File: config.mk
export PLATFORM = sky130hd
export DESIGN_NAME = output_packer
export DESIGN_NICKNAME = d
export VERILOG_FILES = /design/src/rtl/conv_pkg.sv /design/src/rtl/output_packer.sv
export SDC_FILE = /design/constraint.sdc
export NUM_CORES = 1
export LEC_CHECK = 0
export ABC_AREA = 1
export CORE_UTILIZATION = 30
export CTS_CLUSTER_DIAMETER = 120
export CTS_CLUSTER_SIZE = 20
export DETAILED_ROUTE_END_ITERATION = 10
export PLACE_DENSITY = 0.61
export RECOVER_POWER = 100
export SLEW_MARGIN = 20
export SYNTH_ARGS = -nofsm -noshare
export SYNTH_HDL_FRONTEND = slang
export SYNTH_SLANG_ARGS = --single-unit
File: constraint.sdc
create_clock -name clk -period 1.95 [get_ports clk]
set_input_delay 0.195 -clock clk [delete_from_list [all_inputs] [get_ports clk]]
set_output_delay 0.195 -clock clk [all_outputs]
set_load 0.005 [all_outputs]
File: src/rtl/conv_pkg.sv
// Shared constants and FSM state encoding for the output packer.
package conv_pkg;

    localparam int DEFAULT_W     = 8;
    localparam int DEFAULT_LANES = 4;

    typedef enum logic {
        ST_FILL = 1'b0,
        ST_OUT  = 1'b1
    } pk_state_e;

endpackage

File: src/rtl/output_packer.sv
// Packs W-bit FIFO entries into LANES-wide words with keep/last and flush support.
// Optional OUTPUT_PACKER_STATS_EN adds a 32-bit accepted-word counter output.
module output_packer
    import conv_pkg::*;
#(
    parameter int W     = DEFAULT_W,
    parameter int LANES = DEFAULT_LANES
) (
    input  logic               clk,
    input  logic               rstn,
    input  logic [W-1:0]       fifo_rd_data,
    input  logic               fifo_empty,
    input  logic               fifo_wr_en,
    output logic               fifo_rd_en,
    input  logic               flush,
    output logic [W*LANES-1:0] m_data,
    output logic [LANES-1:0]   m_keep,
    output logic               m_last,
    output logic               m_valid,
    input  logic               m_ready
`ifdef OUTPUT_PACKER_STATS_EN
    ,
    output logic [31:0]        word_count
`endif
);

    localparam int CW = $clog2(LANES + 1);

    pk_state_e        state_q;
    logic [CW-1:0]    fill_cnt_q;
    logic             pending_q;
    logic             flush_req_q;
    logic             flush_req_d;
    logic [W-1:0]     lanes_q [LANES];
    logic [LANES-1:0] m_keep_q;
    logic             m_last_q;
    logic [LANES-1:0] keep_partial;
    logic [CW:0]      inflight;
    logic             handshake;
    logic             word_full;
    logic             flush_partial;
    logic             flush_idle;

    // Bytes already captured plus the one still arriving from the FIFO.
    assign inflight = {1'b0, fill_cnt_q} + {{CW{1'b0}}, pending_q};

    // The FIFO drops a read that coincides with a write, so never read then.
    assign fifo_rd_en = rstn && (state_q == ST_FILL) && !fifo_empty && !fifo_wr_en
                        && (inflight < (CW+1)'(LANES));

    assign handshake     = (state_q == ST_OUT) && m_ready;
    assign word_full     = (state_q == ST_FILL) && pending_q && (fill_cnt_q == CW'(LANES - 1));
    assign flush_partial = (state_q == ST_FILL) && flush_req_q && !pending_q && !fifo_rd_en
                           && (fill_cnt_q != '0);
    assign flush_idle    = (state_q == ST_FILL) && flush_req_q && !pending_q && (fill_cnt_q == '0);

    // A fresh pulse in the consuming cycle starts a new request.
    always_comb begin
        flush_req_d = flush_req_q | flush;
        if (flush_partial || flush_idle || (word_full && flush_req_q && fifo_empty)) begin
            flush_req_d = flush;
        end
    end

    for (genvar gi = 0; gi < LANES; gi++) begin : g_lane
        assign m_data[gi*W +: W] = lanes_q[gi];
        assign keep_partial[gi]  = (CW'(gi) < fill_cnt_q);
    end

    assign m_valid = (state_q == ST_OUT);
    assign m_keep  = m_keep_q;
    assign m_last  = m_last_q;

    always_ff @(posedge clk or negedge rstn) begin
        if (!rstn) begin
            state_q     <= ST_FILL;
            fill_cnt_q  <= '0;
            pending_q   <= 1'b0;
            flush_req_q <= 1'b0;
            m_keep_q    <= '0;
            m_last_q    <= 1'b0;
            for (int i = 0; i < LANES; i++) begin
                lanes_q[i] <= '0;
            end
        end else begin
            pending_q   <= fifo_rd_en;
            flush_req_q <= flush_req_d;
            case (state_q)
                ST_FILL: begin
                    if (pending_q) begin
                        for (int i = 0; i < LANES; i++) begin
                            if (fill_cnt_q == CW'(i)) begin
                                lanes_q[i] <= fifo_rd_data;
                            end
                        end
                        fill_cnt_q <= fill_cnt_q + 1'b1;
                    end
                    if (word_full) begin
                        state_q  <= ST_OUT;
                        m_keep_q <= '1;
                        m_last_q <= flush_req_q && fifo_empty;
                    end else if (flush_partial) begin
                        state_q  <= ST_OUT;
                        m_keep_q <= keep_partial;
                        m_last_q <= 1'b1;
                    end
                end
                ST_OUT: begin
                    if (handshake) begin
                        state_q    <= ST_FILL;
                        fill_cnt_q <= '0;
                        m_keep_q   <= '0;
                        m_last_q   <= 1'b0;
                        for (int i = 0; i < LANES; i++) begin
                            lanes_q[i] <= '0;
                        end
                    end
                end
                default: state_q <= ST_FILL;
            endcase
        end
    end

`ifdef OUTPUT_PACKER_STATS_EN
    logic [31:0] word_count_q;

    always_ff @(posedge clk or negedge rstn) begin
        if (!rstn) begin
            word_count_q <= '0;
        end else if (handshake) begin
            word_count_q <= word_count_q + 32'd1;
        end
    end

    assign word_count = word_count_q;
`endif

endmodule

After elaboration in Yosys (flattened, before gate mapping)
Cells that the tools add are included.

word-level totals
  word-level logic and storage cells = 81
  register bits = 43
  output and inout bits = 39
  bits of input ports = 14

cells by class
  reductions and logical operators = 29
  muxes and demuxes = 23
  add/sub/neg operators = 2
  eq/ne operators = 10
  bitwise gates (word level) = 2
  magnitude comparators = 5

operators by type and width
  cell                 count
  $mux 32              2
  $pmux 32 s2          1
  $mux 8               4
  $logic_and 1x1->1    15
  $mux 4               3
  $reduce_and 3->1     4
  $ne 2x1->1 const B   5
  $pmux 4 s2           1
  $mux 1               7
  $eq 3x2->1 const B   2
  $lt 1x3->1 const A   2
  $lt 2x3->1 const A   2
  $mux 3               2
  $pmux 3 s2           1
  $add 3x1->4          1
  $logic_not 1->1      4
  $lt 4x3->1 const B   1
  $pmux 1 s2           2
  $reduce_and 2->1     2
  $add 3x1->3 const B  1
  $eq 3x1->1 const B   1
  $logic_not 3->1      1
  $ne 3x3->1 const B   1
  $reduce_bool 3->1    1
  other kinds (4)      5

Logic depth before layout (Yosys ltp)
  depth in word-level cells = 11
  gate-level depth with buffers = 9
  gate-level depth less buffers = 9

Worst setup path after synthesis
Ideal clock, no wire load.

  path kind = flip-flop to flip-flop
  start = register fill_cnt_q[0]
  end = register m_keep_q[0] (netlist: m_keep[0])
  data arrival time = 1.374 ns
  stages on the path, launching flop included = 10
  path slack = 0.459 ns
  required time = 1.833 ns
  path buffers = 0
  cell sequence = dfrtp_1 -> inv_1 -> ha_1 -> inv_1 -> nor2_1 -> nor2_1 -> o21ai_4 -> nand2_2 -> nand2_1 -> nand2_1

between the ends
  longest elaborated chain between the ends = 8
  elaborated cells between the ends (all ways) = 15
  classes of those cells = add/sub: 1; order compare: 2; eq/ne: 2; mux: 3; reduce/logical: 7

RTL lines
  what                        RTL line              RTL
  start: declaration          output_packer.sv:30   logic [CW-1:0] fill_cnt_q;
  start signal: assignment    output_packer.sv:96   fill_cnt_q <= fill_cnt_q + 1'b1;
  $add 3x1->4                 output_packer.sv:45   assign inflight = {1'b0, fill_cnt_q} + {{CW{1'b0}}, pending_q};
  $lt 4x3->1                  output_packer.sv:49   && (inflight < (CW+1)'(LANES));
  $logic_and 1x1->1           output_packer.sv:49
  $logic_not 1->1             output_packer.sv:53   assign flush_partial = (state_q == ST_FILL) && flush_req_q && !pending_q && !fifo_rd_en
  $logic_and 1x1->1           output_packer.sv:53
  $logic_and 1x1->1           output_packer.sv:54   && (fill_cnt_q != '0);
  $ne 3x3->1 (no line)        --
  $reduce_and 2->1 (no line)  --
  end signal: assignment      output_packer.sv:104  m_keep_q <= keep_partial;
  end: declaration            output_packer.sv:35   logic [LANES-1:0] m_keep_q;

Parallel ways exist; a longest one is shown, timed or not. The select of a mux whose other input is x is not followed.
A chain may end at the register's enable or synchronous reset.

Worst setup path after layout
  start = register fill_cnt_q[0]
  end = output fifo_rd_en

between the ends
  longest elaborated chain between the ends = 3

RTL lines
  what               RTL line             RTL
  $add 3x1->4        output_packer.sv:45
  $lt 4x3->1         output_packer.sv:49
  $logic_and 1x1->1  output_packer.sv:49
  end: declaration   output_packer.sv:14  output logic fifo_rd_en,

No other way between the ends.

==> results.sh <==
export IMPL_cp_cell_sequence="buf_4 > nand3_2 > nand2_2 > nor2_4 > clkdlybuf4s50_1"
export IMPL_rows=28
export IMPL_synth_cell_types=23
export IMPL_routed_via_density=4.60
export IMPL_dp_hpwl_um=3050
export IMPL_slew_headroom_pct=29.0
export IMPL_vdd_drop_max_v=0.000445
export IMPL_fillCellCount=629
export IMPL_critPathRequiredTime_ns=1.75
export IMPL_layout_drive_gt1_share_pct=10.2
export IMPL_grt_pass1_wl_um=7400
export IMPL_yosysWarnings=0
export IMPL_setup_viol=0
export IMPL_setup_tns_ns=0
export IMPL_synth_most_common_cell="dfrtp_1"
export IMPL_die_h_um=81.6
export IMPL_seqPwrFrac_pct=39.9
export IMPL_ys_seq_elements=43
export IMPL_antenna_cells=0
export IMPL_synthFlopType="dfrtp_1"
export IMPL_cp_depth=5
export IMPL_ioPinCount=53
export IMPL_hold_viol=0
export IMPL_ant_nets=0
export IMPL_synth_top_cell_area_share_pct=56.6
export IMPL_die_w_um=81.6
export IMPL_synth_edf_count=0
export IMPL_nets=271
export IMPL_multi_input_area_um2=659
export IMPL_dr_max_layer_used="met4"
export IMPL_ff_latch_area_um2=1080
export IMPL_tightest_slew_ns=1.06
export IMPL_cts_root_buf="clkbuf_8"
export IMPL_synthesis_nets=215
export IMPL_switchingPower_uw=1120
export IMPL_status="completed"
export IMPL_hp_class="in2async"
export IMPL_fin_skew_ns=0.00637
export IMPL_r2r_slack_ns=0.19
export IMPL_portBuffers=52
export IMPL_dr_total_vias=1518
export IMPL_period_share_pct=92.7
export IMPL_dr_wl_met3_um=222
export IMPL_arrival_ns=1.61
export IMPL_cpPeakStageDelay_ns=0.50
export IMPL_reg2reg_to="m_keep[1]"
export IMPL_p_clk_share_pct=23.5
export IMPL_cts_tree="done"
export IMPL_grt_usage_pct=14.8
export IMPL_slowest_stage="clkdlybuf4s50_1"
export IMPL_postSynthAreaPerCell_um2=9.60
export IMPL_swShare_pct=32.7
export IMPL_cts_max_level=2
export IMPL_maxSlewViolCount=0
export IMPL_critPathTopFamily="buffers and inverters"
export IMPL_crit_type="reg2out"
export IMPL_p_per_area_nw_per_um2=1330
export IMPL_drt_pass1_iterations=4
export IMPL_die_area_um2=6660
export IMPL_fmax_mhz=553
export IMPL_finalCoreUtilization_pct=42.8
export IMPL_clock_path_buffers=2
export IMPL_clkTransAtPathRegs_ns=0.08
export IMPL_synthCells=198
export IMPL_drcViolationCount=0
export IMPL_wl_per_cell_um=12.9
export IMPL_rsz0062_at_grt="no"
export IMPL_grt_pass1_vias=1520
export IMPL_synthArstFlopShare_pct=100
export IMPL_overflow=0
export IMPL_end_kind="output port"
export IMPL_netlist_top_cells_count="dfrtp_1, nand2_1, o21ai_0"
export IMPL_coreArea_um2=6030
export IMPL_clk_latency_ns=0.29
export IMPL_drt_iter0_drc=75
export IMPL_start_util_pct=31.5
export IMPL_place_congestion=0.770
export IMPL_final_cells=330
export IMPL_cts_buffers=5
export IMPL_cp_max_fo=6
export IMPL_antenna_found_initial=0
export IMPL_ys_top_cells_by_area="dfrtp_1, nand2_1, o21ai_0"
export IMPL_p_int_uw=2300
export IMPL_yosysSeqAreaShare_pct=56.6
export IMPL_hold_buffers=0
export IMPL_grt_max_degree=44
export IMPL_start_kind="flop"
export IMPL_synthToLayoutAreaGrowth_pct=35.5
export IMPL_leakagePower_uw=0.00130
export IMPL_cts_sinks=43
export IMPL_critical_path_buf_inv_count=2
export IMPL_synth_top_cell_by_area="dfrtp_1"
export IMPL_synth_area_um2=1900
export IMPL_r2r_cells=9
export IMPL_regToRegStartpoint="fill_cnt_q[1]"
export IMPL_placed_cells=321
export IMPL_comb_power_share_pct=36.6
export IMPL_wl_met2_um=1930
export IMPL_post_route_min_period_ns=1.81
export IMPL_wl_met1_um=2080
export IMPL_wl_um=4260
export IMPL_maxCapViolCount=0
==> worst reg2reg max path: cells and delay by family, from the launching register on <==
family                     cells  cell delay, ns
AOI/OAI and AO/OA              1            0.31
adders and majority gates      1            0.16
buffers and inverters          2            0.18
DFF                            1            0.44
and+or+nand+nor                5            0.57
==> flip-flops by register name (all words and copies together), names as in the netlist <==
| name | cells |
|---|---|
| fill_cnt_q | 3 |
| m_last | 1 |
| m_valid | 1 |
| m_data | 32 |
| flush_req_q | 1 |
| m_keep | 4 |
| pending_q | 1 |
==> per-layer routing <==
metal	track usage [%]	vias to the layer above
li1	-	763
met5	0	-
met4	4.21	0
met3	3.89	2
met1	19.8	708
met2	23.6	45
==> cell type report <==
type | instances | share of cell area, %
sequential | 43 | 41.8
clock inverter | 2 | 2.33
clock buffer | 6 | 2.82
inverter | 20 | 2.91
timing repair buffer | 56 | 20.9
multi-input combinational | 128 | 25.6
tap | 75 | 3.64
==> what timing repair did <==
item | CTS | global route
pin swaps | 1 | 1
gates cloned | 0 | 0
setup endpoints to repair | 1 | 1
buffers inserted | 1 | 0
resized for setup | 0 | 5
==> cell usage in the layout, fill, tap and decap left out, types with 2 or more instances in the layout <==
cell	synthesis	layout
bufinv_16	0	2
clkbuf_1	1	3
clkbuf_8	0	5
clkdlybuf4s50_1	0	13
dfrtp_1	43	42
dlygate4sd3_1	0	38
ha_1	3	3
inv_1	17	18
inv_2	3	2
nand2_1	42	43
nand2_2	6	5
nand3_1	24	23
nor2_1	8	7
nor2_2	2	2
o211ai_1	2	2
o21ai_0	25	32
o21ai_2	8	2
==> metrics by stage <==
step / setup WS (ns) / total power [µW] / hold WS, ns / area [µm²]
after CTS: 0.00565 / 3650 / 0.00374 / 2610
after floorplan: 0.459 / 2110 / -0.101 / 1900
after global placement: 0.270 / 2790 / 0.318 / 2470
final: 0.142 / 3420 / 0.204 / 2580
after global routing: 0.0270 / 3720 / 0.294 / 2580
after detailed placement: 0.255 / 2820 / 0.320 / 2470
==> power by group through the flow <==
stage	clock, µW	combinational [µW]	sequential [µW]
final	802	1250	1360
after global routing	861	1450	1410
after CTS	824	1440	1380
after detailed placement	0	1420	1390
after global placement	0	1400	1390
after floorplan	0	705	1400
==> how the worst max path moves through the flow <==
stage | from | endpoint
after global routing | fill_cnt_q[1] | m_keep[3]
after global placement | fifo_empty | fifo_rd_en
after floorplan | fill_cnt_q[0] | m_keep[0]
after detailed placement | fifo_empty | fifo_rd_en
after CTS | fill_cnt_q[0] | fifo_rd_en
final | fill_cnt_q[0] | fifo_rd_en
==> cells by family (layout without fill, tap and decap cells) <==
| family | after synthesis | count (layout) | synth area share [%] |
|---|---|---|---|
| xor+xnor | 1 | 1 | 0.461 |
| flops | 43 | 43 | 56.6 |
| buf+inv | 27 | 84 | 7.04 |
| simple gates | 83 | 83 | 19.8 |
| fa+ha+maj | 3 | 3 | 1.98 |
| compound gates | 41 | 41 | 14.2 |
(Power assumes the default switching activity.)
